`src/rtl/scan_pkg.sv`:
```
// Shared types for the CPU state scanner: sweep states, entry kinds and the
// reference entry layout for the default widths.
package scan_pkg;

    typedef enum logic [1:0] {
        IDLE,
        SCAN_RF,
        SCAN_MEM,
        FINISH
    } scan_state_t;

    localparam logic KIND_REG = 1'b0;
    localparam logic KIND_MEM = 1'b1;

    localparam int SCAN_IDX_W  = 8;
    localparam int SCAN_DATA_W = 32;
    localparam int PC_W        = 32;

    // Bit order matches the packed {kind, index, data} word the scanner pushes.
    typedef struct packed {
        logic                   kind;
        logic [SCAN_IDX_W-1:0]  index;
        logic [SCAN_DATA_W-1:0] data;
    } scan_entry_t;

endpackage

```
`src/rtl/scan_fifo.sv`:
```
// Synchronous-write, combinational-read FIFO. Pointers carry one extra wrap
// bit so full and empty can be told apart when the indices match.
module scan_fifo #(
    parameter int WIDTH = 8,
    parameter int DEPTH = 16
) (
    input  logic             clk,
    input  logic             reset,
    input  logic             push,
    input  logic             pop,
    input  logic [WIDTH-1:0] din,
    output logic [WIDTH-1:0] dout,
    output logic             full,
    output logic             empty
);

    localparam int AW = $clog2(DEPTH);

    logic [AW:0]      wr_ptr;
    logic [AW:0]      rd_ptr;
    logic [WIDTH-1:0] storage [DEPTH];
    logic             wr_en;
    logic             rd_en;

    assign empty = (wr_ptr == rd_ptr);
    assign full  = (wr_ptr[AW] != rd_ptr[AW]) && (wr_ptr[AW-1:0] == rd_ptr[AW-1:0]);
    assign wr_en = push && !full;
    assign rd_en = pop && !empty;
    assign dout  = storage[rd_ptr[AW-1:0]];

    always_ff @(posedge clk or posedge reset) begin
        if (reset) begin
            wr_ptr <= '0;
            rd_ptr <= '0;
        end else begin
            if (wr_en) wr_ptr <= wr_ptr + 1'b1;
            if (rd_en) rd_ptr <= rd_ptr + 1'b1;
        end
    end

    // Storage needs no reset: the pointers alone decide what is valid.
    always_ff @(posedge clk) begin
        if (wr_en) storage[wr_ptr[AW-1:0]] <= din;
    end

endmodule

```
`src/rtl/cpu_state_scanner.sv`:
```
// Debug sweeper: holds the CPU, walks every register then a memory window and
// queues each value for a valid/ready consumer. SCAN_PC_TAG_EN adds out_pc.
module cpu_state_scanner
    import scan_pkg::*;
#(
    parameter int NUM_REGS   = 32,
    parameter int RF_ADDR_W  = 5,
    parameter int ADDR_W     = 32,
    parameter int DATA_W     = 32,
    parameter int MEM_WORDS  = 8,
    parameter int IDX_W      = 8,
    parameter int FIFO_DEPTH = 16
) (
    input  logic                 clk,
    input  logic                 reset,
    input  logic                 start,
    input  logic [ADDR_W-1:0]    mem_base,
    output logic [RF_ADDR_W-1:0] rf_addr,
    output logic [ADDR_W-1:0]    mem_addr,
    input  logic [DATA_W-1:0]    rf_data,
    input  logic [DATA_W-1:0]    mem_data,
    input  logic [31:0]          cpu_pc,
    output logic                 cpu_hold,
    output logic                 busy,
    output logic                 done,
    output logic                 out_valid,
    input  logic                 out_ready,
    output logic [DATA_W-1:0]    out_data,
    output logic                 out_kind,
`ifdef SCAN_PC_TAG_EN
    output logic [31:0]          out_pc,
`endif
    output logic [IDX_W-1:0]     out_index
);

`ifdef SCAN_PC_TAG_EN
    localparam int FIFO_W = PC_W + 1 + IDX_W + DATA_W;
`else
    localparam int FIFO_W = 1 + IDX_W + DATA_W;
`endif

    localparam logic [IDX_W-1:0] LAST_REG = IDX_W'(NUM_REGS - 1);
    localparam logic [IDX_W-1:0] LAST_MEM = IDX_W'(MEM_WORDS - 1);

    scan_state_t       state;
    scan_state_t       next_state;
    logic [ADDR_W-1:0] base_addr;
    logic [IDX_W-1:0]  idx;
    logic              last_entry;
    logic              push;
    logic              push_kind;
    logic [DATA_W-1:0] push_data;
    logic              fifo_full;
    logic              fifo_empty;
    logic              pop;
    logic [FIFO_W-1:0] fifo_din;
    logic [FIFO_W-1:0] fifo_dout;

`ifdef SCAN_PC_TAG_EN
    logic [PC_W-1:0]   pc_tag;
    logic              unused_inputs;
    assign unused_inputs = ^mem_base[1:0];
`else
    logic              unused_inputs;
    assign unused_inputs = ^{cpu_pc, mem_base[1:0]};
`endif

    assign last_entry = (state == SCAN_MEM) ? (idx == LAST_MEM) : (idx == LAST_REG);

    always_ff @(posedge clk or posedge reset) begin
        if (reset) state <= IDLE;
        else       state <= next_state;
    end

    // A phase only ends on a cycle whose final entry actually entered the FIFO.
    always_comb begin
        next_state = state;
        case (state)
            IDLE:     if (start) next_state = SCAN_RF;
            SCAN_RF:  if (!fifo_full && last_entry) next_state = SCAN_MEM;
            SCAN_MEM: if (!fifo_full && last_entry) next_state = FINISH;
            FINISH:   next_state = IDLE;
            default:  next_state = IDLE;
        endcase
    end

    always_comb begin
        busy      = 1'b0;
        cpu_hold  = 1'b0;
        done      = 1'b0;
        push      = 1'b0;
        push_kind = KIND_REG;
        push_data = rf_data;
        case (state)
            SCAN_RF: begin
                busy     = 1'b1;
                cpu_hold = 1'b1;
                push     = !fifo_full;
            end
            SCAN_MEM: begin
                busy      = 1'b1;
                cpu_hold  = 1'b1;
                push      = !fifo_full;
                push_kind = KIND_MEM;
                push_data = mem_data;
            end
            FINISH:  done = 1'b1;
            default: ;
        endcase
    end

    // Addresses advance only with a successful push, so a full FIFO freezes them.
    always_ff @(posedge clk or posedge reset) begin
        if (reset) begin
            rf_addr   <= '0;
            mem_addr  <= '0;
            base_addr <= '0;
            idx       <= '0;
`ifdef SCAN_PC_TAG_EN
            pc_tag    <= '0;
`endif
        end else begin
            case (state)
                IDLE: begin
                    if (start) begin
                        base_addr <= {mem_base[ADDR_W-1:2], 2'b00};
                        rf_addr   <= '0;
                        idx       <= '0;
`ifdef SCAN_PC_TAG_EN
                        pc_tag    <= cpu_pc;
`endif
                    end
                end
                SCAN_RF: begin
                    if (!fifo_full) begin
                        if (last_entry) begin
                            rf_addr  <= '0;
                            idx      <= '0;
                            mem_addr <= base_addr;
                        end else begin
                            rf_addr <= rf_addr + RF_ADDR_W'(1);
                            idx     <= idx + IDX_W'(1);
                        end
                    end
                end
                SCAN_MEM: begin
                    if (!fifo_full) begin
                        if (last_entry) begin
                            mem_addr <= '0;
                            idx      <= '0;
                        end else begin
                            mem_addr <= mem_addr + ADDR_W'(4);
                            idx      <= idx + IDX_W'(1);
                        end
                    end
                end
                default: begin
                    rf_addr  <= '0;
                    mem_addr <= '0;
                end
            endcase
        end
    end

`ifdef SCAN_PC_TAG_EN
    assign fifo_din = {pc_tag, push_kind, idx, push_data};
    assign {out_pc, out_kind, out_index, out_data} = fifo_dout;
`else
    assign fifo_din = {push_kind, idx, push_data};
    assign {out_kind, out_index, out_data} = fifo_dout;
`endif

    assign out_valid = !fifo_empty;
    assign pop       = out_valid && out_ready;

    scan_fifo #(
        .WIDTH (FIFO_W),
        .DEPTH (FIFO_DEPTH)
    ) u_fifo (
        .clk   (clk),
        .reset (reset),
        .push  (push),
        .pop   (pop),
        .din   (fifo_din),
        .dout  (fifo_dout),
        .full  (fifo_full),
        .empty (fifo_empty)
    );

endmodule
```
`config.mk`:
```
export PLATFORM = sky130hd
export DESIGN_NAME = cpu_state_scanner
export DESIGN_NICKNAME = d
export VERILOG_FILES = /design/src/rtl/scan_pkg.sv /design/src/rtl/scan_fifo.sv /design/src/rtl/cpu_state_scanner.sv
export SDC_FILE = /design/constraint.sdc
export NUM_CORES = 1
export LEC_CHECK = 0
export ABC_AREA = 1
export CAP_MARGIN = 40
export CORE_MARGIN = 8
export CORE_UTILIZATION = 50
export DETAILED_ROUTE_END_ITERATION = 8
export PLACE_DENSITY = 0.67
export SYNTH_ARGS = -nofsm -noshare
export SYNTH_HDL_FRONTEND = slang
export SYNTH_HIERARCHICAL = 1
export SYNTH_SLANG_ARGS = --single-unit
export TNS_END_PERCENT = 30
```
`constraint.sdc`:
```
create_clock -name clk -period 4.6 [get_ports clk]
set_input_delay 0.69 -clock clk [delete_from_list [all_inputs] [get_ports clk]]
set_output_delay 0.69 -clock clk [all_outputs]
set_load 0.01 [all_outputs]
```
Yosys cells after proc, flatten, opt, wreduce, memory -nomap -nowiden
Memory sizes are Yosys's and may differ from the RTL's.
Index checks and enable logic that the tools add are counted.
Widths: inputs -> output; s select.
{"block": "classes", "bitwise": 2, "n_eq_ne": 15, "addsub": 5, "mux": 25, "n_reduce_logical": 15}
{"op": "$mux 32", "count": 5}
{"op": "$pmux 32 s3", "count": 1}
{"op": "$add 32x3->32 const B", "count": 1}
{"op": "$mux 8", "count": 3}
{"op": "$pmux 8 s2", "count": 1}
{"op": "$add 5x1->5 const B", "count": 3}
{"op": "$mux 5", "count": 3}
{"op": "$pmux 5 s3", "count": 1}
{"op": "$ne 2x2->1 const B", "count": 6}
{"op": "$reduce_and 3->1", "count": 3}
{"op": "$add 8x1->8 const B", "count": 1}
{"op": "$eq 8x3->1 const B", "count": 1}
{"op": "$eq 8x5->1 const B", "count": 1}
{"op": "$pmux 2 s4", "count": 1}
{"op": "$mux 1", "count": 7}
{"op": "$mux 2", "count": 3}
{"op": "$eq 5x5->1", "count": 1}
{"op": "$logic_and 1x1->1", "count": 5}
{"op": "$eq 2x2->1 const B", "count": 2}
{"op": "$eq 4x4->1", "count": 1}
{"op": "$reduce_and 4->1", "count": 1}
{"op": "$eq 2x1->1 const B", "count": 1}
{"op": "$logic_not 1->1", "count": 2}
{"op": "$logic_not 2->1", "count": 1}
{"op": "other kinds (6)", "count": 7}
{"block": "totals", "inputBits": 132, "output_inout_bits": 82, "register_bits": 87, "n_memories": 1, "ram_bits": 656, "wordCells": 70}
{"name": "u_fifo.storage", "depth": 16, "word_bits": 41, "read_ports": 1, "rd_clocked_by_memory_dff": 0, "write_ports": 1, "line_no": "scan_fifo.sv:21", "source": "logic [WIDTH-1:0] storage [DEPTH];"}

Depth between registers and ports, before layout
{"block": "depth", "depth_word": 7, "depth_mapped": 16, "depth_no_buf": 14}

Cells and area by module
The synthesis kept the hierarchy.
{"module": "scan_fifo", "cells_per_inst": 2350, "area_each_um2": 27083.5, "n_inst": 1}
{"module": "cpu_state_scanner", "cells_per_inst": 738, "area_each_um2": 4778.3, "n_inst": 1}

Least setup slack after synthesis
No wires, ideal clock.
{"block": "synth_timing", "kind": "register to register", "from": "reg u_fifo.rd_ptr[0]", "to": "mem u_fifo/storage[10][0] (netlist bit), enable pin", "required_time_ps": 4160, "arrival_time_ps": 3292, "path_buffers": 3, "path_slack_ps": 868, "synth_period_minus_slack_ps": 3732, "path_stages_with_launch": 15, "cell_sequence": "dfrtp_1 > buf_6 > inv_4 > buf_6 > nand2_1 > nand2_1 > nor2_4 > nand3_4 > inv_1 > inv_1 > nand2_1 > inv_1 > nand2_4 > buf_6 > nor2_1"}
{"block": "synth_between", "elab_chain_cells": 7}
{"element": "start, declared", "line_no": "scan_fifo.sv:20", "source": "logic [AW:0] rd_ptr;"}
{"element": "start signal, assigned", "line_no": "scan_fifo.sv:37", "source": "if (rd_en) rd_ptr <= rd_ptr + 1'b1;"}
{"element": "$eq 4x4->1", "line_no": "scan_fifo.sv:26", "source": "assign full = (wr_ptr[AW] != rd_ptr[AW]) && (wr_ptr[AW-1:0] == rd_ptr[AW-1:0]);"}
{"element": "$logic_and 1x1->1", "line_no": "scan_fifo.sv:26"}
{"element": "net fifo_full", "line_no": "cpu_state_scanner.sv:53", "source": "logic fifo_full;"}
{"element": "$logic_not 1->1", "line_no": "cpu_state_scanner.sv:98, cpu_state_scanner.sv:103"}
{"element": "$mux 1"}
{"element": "net push", "line_no": "cpu_state_scanner.sv:50", "source": "logic push;"}
{"element": "$logic_and 1x1->1", "line_no": "scan_fifo.sv:27", "source": "assign wr_en = push && !full;"}
{"element": "$mux 1", "line_no": "scan_fifo.sv:43", "source": "if (wr_en) storage[wr_ptr[AW-1:0]] <= din;"}
{"element": "$mux 1 (not written as such)", "line_no": "scan_fifo.sv:43"}
{"element": "end, declared", "line_no": "scan_fifo.sv:21"}
The timed path passes the listed nets, and every way through them passes these cells.

Final worst setup path
{"block": "layout_timing", "from": "reg u_fifo.rd_ptr[0]", "to": "out out_index[6]"}
{"block": "layout_between", "elab_chain_cells": 1}
{"element": "$mem_v2 16x41"}
{"element": "end, declared", "line_no": "cpu_state_scanner.sv:33", "source": "output logic [IDX_W-1:0] out_index"}
No other way between the ends.

==> qor.log <==
qor: synthesis.post_synth_and_or_nand_nor_area_fraction 21.5%
qor: timing.final.period_utilization 86.6%
qor: floorplanning.ports_placed_on_the_boundary 214
qor: run_status.outcome complete, no violations
qor: cells_and_area.layout.nets 3377
qor: clocking.max-clock-path-buffers 3
qor: floorplanning.die_area 72100 µm²
qor: clocking.ctsHoldBuffers 0
qor: worst_setup_path.critical_path.cell_chain buf_12, o21ai_0, o21ai_0, nand2_1, nand2_1, inv_1, nand2_1, clkdlybuf4s50_1
qor: placement.io_buffers 177
qor: cells_and_area.n_antenna_cell 0
qor: clocking.cts_setup_buffers 0
qor: cells_and_area.post-route-util 58.7%
qor: synthesis.synth_top_family_by_area simple AND/OR/NAND/NOR gates
qor: timing.timing_worst_slew_pin_value 1.02 ns
qor: timing.final.setup.worst_slack 0.617 ns
qor: worst_setup_path.cpMaxStageDelayCell sky130_fd_sc_hd__clkdlybuf4s50_1
qor: synthesis.yosysWarningCount 6
qor: floorplanning.placement_rows 92
qor: drt.drt_pre_antenna_iters 5
qor: timing.slew-limit-headroom 32.0%
qor: timing.timing.final.hold_violations 0
qor: clocking.cts_made_buffers 76
qor: floorplanning.dieWidth 268 µm
qor: placement.routability_cong 0.872
qor: clocking.cts.root.buffer_cell sky130_fd_sc_hd__clkbuf_16
qor: global_route.grt_first_pass_wirelength 122000 µm
qor: clocking.cts-htree-levels 3
qor: synthesis.synth_enable_flop_cells 656
qor: synthesis.synth_seq_area_share 68.5%
qor: placement.pre_cts_slack 1.24 ns
qor: cells_and_area.post_route_cells_drive_above_1_share 6.13%
qor: synthesis.netlist_instances 3088
qor: global_route.grt_max_degree 193
qor: synthesis.ys_ff_latch 741
qor: synthesis.syn_area 31900 µm²
qor: pwr.leak_pwr 14.1 nW
qor: drt.via_count 22.1k
qor: global_route.number_of_antenna_violations_at_the_first_check_in_global_routing 0
qor: worst_setup_path.max_stage_delay 0.68 ns
qor: cells_and_area.flow.area_growth_from_synthesis 16.3%
qor: synthesis.synthAdderAreaFrac 0.511%
qor: synthesis.synthesis.area_per_instance 10.3 µm²
qor: synthesis.synth_mux_area_share 0.0353%
qor: drt.remaining_drc_errors 0
qor: synthesis.synth_cell_types 42
qor: timing.grt_setup_unrepaired false
qor: worst_setup_path.critical_path.most_common_cell sky130_fd_sc_hd__nand2_1
qor: synthesis.ys_async_sr_fraction 11.5%
qor: pwr.total_power_of_the_final_layout 24.5 mW
qor: timing.fmax 251 MHz
qor: worst_setup_path.critical_path.endpoint_type output pin
qor: job.max_cap_viol_count 0
qor: drt.finalWirelength 78600 µm
qor: worst_setup_path.max_fanout_on_critical_path 192
qor: timing.period_needed 3.98 ns
qor: drt.wl_per_cell 19.0 µm
qor: floorplanning.core_outline_area 63100 µm²
qor: synthesis.synth_compound_gate_area_share 5.12%
qor: global_route.grt_usage 21.6%
qor: clocking.clock_latency 0.61 ns
qor: clocking.tritoncts_num_sinks 741
qor: global_route.grt_pass1_vias 21.8k
qor: clocking.clock_edge_transition_at_the_registers_on_the_reported_setup_and_hold_paths 0.06 ns
qor: cells_and_area.filler_cell_count 5170
qor: drt.route.antenna.remaining_nets 0
qor: timing.timing.setup.tns 0 ns
qor: clocking.postcts_resize_cnt 0
qor: synthesis.synth_xor_xnor_area_share 0.440%
qor: worst_setup_path.crit_type reg -> out
qor: worst_hold_path.min-delay-path-class in -> async
qor: clocking.cts_tree yes
qor: timing.finalMaxSlewViolations 0
qor: drt.drt-initial-drc-count 1885
qor: pwr.peakVddDrop 639 µV
qor: timing.fin_skew 0.0135 ns
qor: placement.detailedPlacementHpwl 42900 µm
qor: floorplanning.initial_utilization 50.5%
qor: global_route.grt_remaining_overflow 0
qor: pwr.cellPowerDensity 661 nW/µm²
qor: worst_setup_path.cp.required 3.91 ns
qor: synthesis.postSynth.topFlopCell sky130_fd_sc_hd__edfxtp_1
qor: worst_setup_path.crit_path_start_kind register
qor: timing.setup-violations-final 0
qor: cells_and_area.finalNonFillerCells 4140
qor: placement.dp.cells 4000
qor: floorplanning.die_height 268 µm
qor: worst_setup_path.cp.arrival 3.29 ns
qor: drt.post_drt_via_cell_ratio 5.34
[state kept, by name (all words and copies together), names as in the netlist]
register        count
u_fifo/storage    656
base_addr          30
mem_addr           30
idx                 8
rf_addr             5
u_fifo/rd_ptr       5
u_fifo/wr_ptr       5
state               2
[report_power, final]
| part | leakage (nW) | internal (mW) | switching, mW |
|---|---|---|---|
| clock | 1.17 | 3.38 | 2.53 |
| sequential | 7.06 | 9.03 | 0.567 |
| combinational | 5.85 | 2.92 | 6.08 |
| total | 14.1 | 15.3 | 9.18 |
[placed cells by master, fill, tap and decap left out, types with 12 or more instances in the layout]
cell type,netlist,final
sky130_fd_sc_hd__nand2_1,1011,1011
sky130_fd_sc_hd__edfxtp_1,656,656
sky130_fd_sc_hd__nor2_1,522,506
sky130_fd_sc_hd__o21ai_0,286,286
sky130_fd_sc_hd__clkdlybuf4s50_1,0,177
sky130_fd_sc_hd__nand3_1,174,174
sky130_fd_sc_hd__inv_1,96,94
sky130_fd_sc_hd__dfrtp_1,85,82
sky130_fd_sc_hd__clkbuf_16,0,79
sky130_fd_sc_hd__buf_12,0,24
sky130_fd_sc_hd__buf_4,22,23
sky130_fd_sc_hd__nor2_4,4,20
sky130_fd_sc_hd__o21ai_1,19,19
sky130_fd_sc_hd__clkbuf_1,59,17
sky130_fd_sc_hd__clkinv_2,0,16
sky130_fd_sc_hd__clkinv_1,1,16
sky130_fd_sc_hd__xor2_1,13,13
sky130_fd_sc_hd__ha_1,13,12
[per-stage QoR]
step	cell area, µm²	hold slack [ns]
2_1_floorplan	31900	0.449
3_3_place_gp	34600	0.463
3_5_place_dp	34700	0.465
4_1_cts	37100	0.371
5_1_grt	37100	0.421
6_report	37100	0.381
[cells by family (layout without fill, tap and decap cells)]
logic type	Yosys count	count (layout)
simple gates	1732	1732
flops	741	741
compound gates	320	320
buf+inv	264	469
xor+xnor	16	16
fa+ha+maj	13	13
other cells	1	2
mux	1	1
[layer usage]
metal,GRT usage [%],share of wire [%]
met2,35.8,48
met5,0,0
met4,6.82,2.3
met1,28.6,42
met3,4.38,7.3
[critical path, delay by kind of cell (launching register included)]
kind	cells	cell delay, ns
AO/OA/AOI/OAI	2	0.45
flip-flops	1	0.51
AND/OR/NAND/NOR	3	0.22
buffers and inverters	3	1.25
[cell type report]
cell class	instances	area, µm²	share of cell area (%)
clock buffer	96	2040	5.51
tap	846	1060	2.86
inverter	103	402	1.08
clock inverter	44	343	0.925
sequential	741	21800	58.9
timing repair buffer	226	2460	6.65
multi-input combinational	2084	8910	24.1
[worst paths after layout]
path	to	cells past startpoint	slack [ns]	start
setup / recovery	out_index[6]	8	0.62	u_fifo/rd_ptr[0]
hold / removal	rf_addr[2]	2	0.38	reset
setup reg to reg	u_fifo/storage[14][32]	12	1.28	u_fifo/rd_ptr[0]
hold reg to reg	base_addr[25]	2	0.48	base_addr[25]
max in group asynchronous	mem_addr[19]	3	3.12	reset
min in group clk	base_addr[25]	2	0.48	base_addr[25]
[cell usage after synthesis (2+ instances only)]
cell / count / area share [%]
sky130_fd_sc_hd__a211oi_1: 2 / 0.047
sky130_fd_sc_hd__a21oi_1: 5 / 0.079
sky130_fd_sc_hd__and2_1: 2 / 0.039
sky130_fd_sc_hd__buf_1: 22 / 0.26
sky130_fd_sc_hd__buf_2: 43 / 0.68
sky130_fd_sc_hd__buf_4: 22 / 0.52
sky130_fd_sc_hd__buf_6: 12 / 0.42
sky130_fd_sc_hd__clkbuf_1: 59 / 0.70
sky130_fd_sc_hd__clkbuf_8: 2 / 0.086
sky130_fd_sc_hd__dfrtp_1: 85 / 6.7
sky130_fd_sc_hd__edfxtp_1: 656 / 62
sky130_fd_sc_hd__ha_1: 13 / 0.51
sky130_fd_sc_hd__inv_1: 96 / 1.1
sky130_fd_sc_hd__inv_2: 4 / 0.047
sky130_fd_sc_hd__nand2_1: 1011 / 12
sky130_fd_sc_hd__nand2_2: 3 / 0.059
sky130_fd_sc_hd__nand3_1: 174 / 2.7
sky130_fd_sc_hd__nand3_2: 2 / 0.063
sky130_fd_sc_hd__nand3_4: 2 / 0.11
sky130_fd_sc_hd__nand4_1: 2 / 0.039
sky130_fd_sc_hd__nor2_1: 522 / 6.1
sky130_fd_sc_hd__nor2_2: 3 / 0.059
sky130_fd_sc_hd__nor2_4: 4 / 0.14
sky130_fd_sc_hd__nor3_1: 2 / 0.031
sky130_fd_sc_hd__nor3b_1: 3 / 0.071
sky130_fd_sc_hd__o21ai_0: 286 / 4.5
sky130_fd_sc_hd__o21ai_1: 19 / 0.30
sky130_fd_sc_hd__o21bai_1: 4 / 0.094
sky130_fd_sc_hd__xnor2_1: 3 / 0.082
sky130_fd_sc_hd__xor2_1: 13 / 0.36
Power figures use the tool's default switching activity.
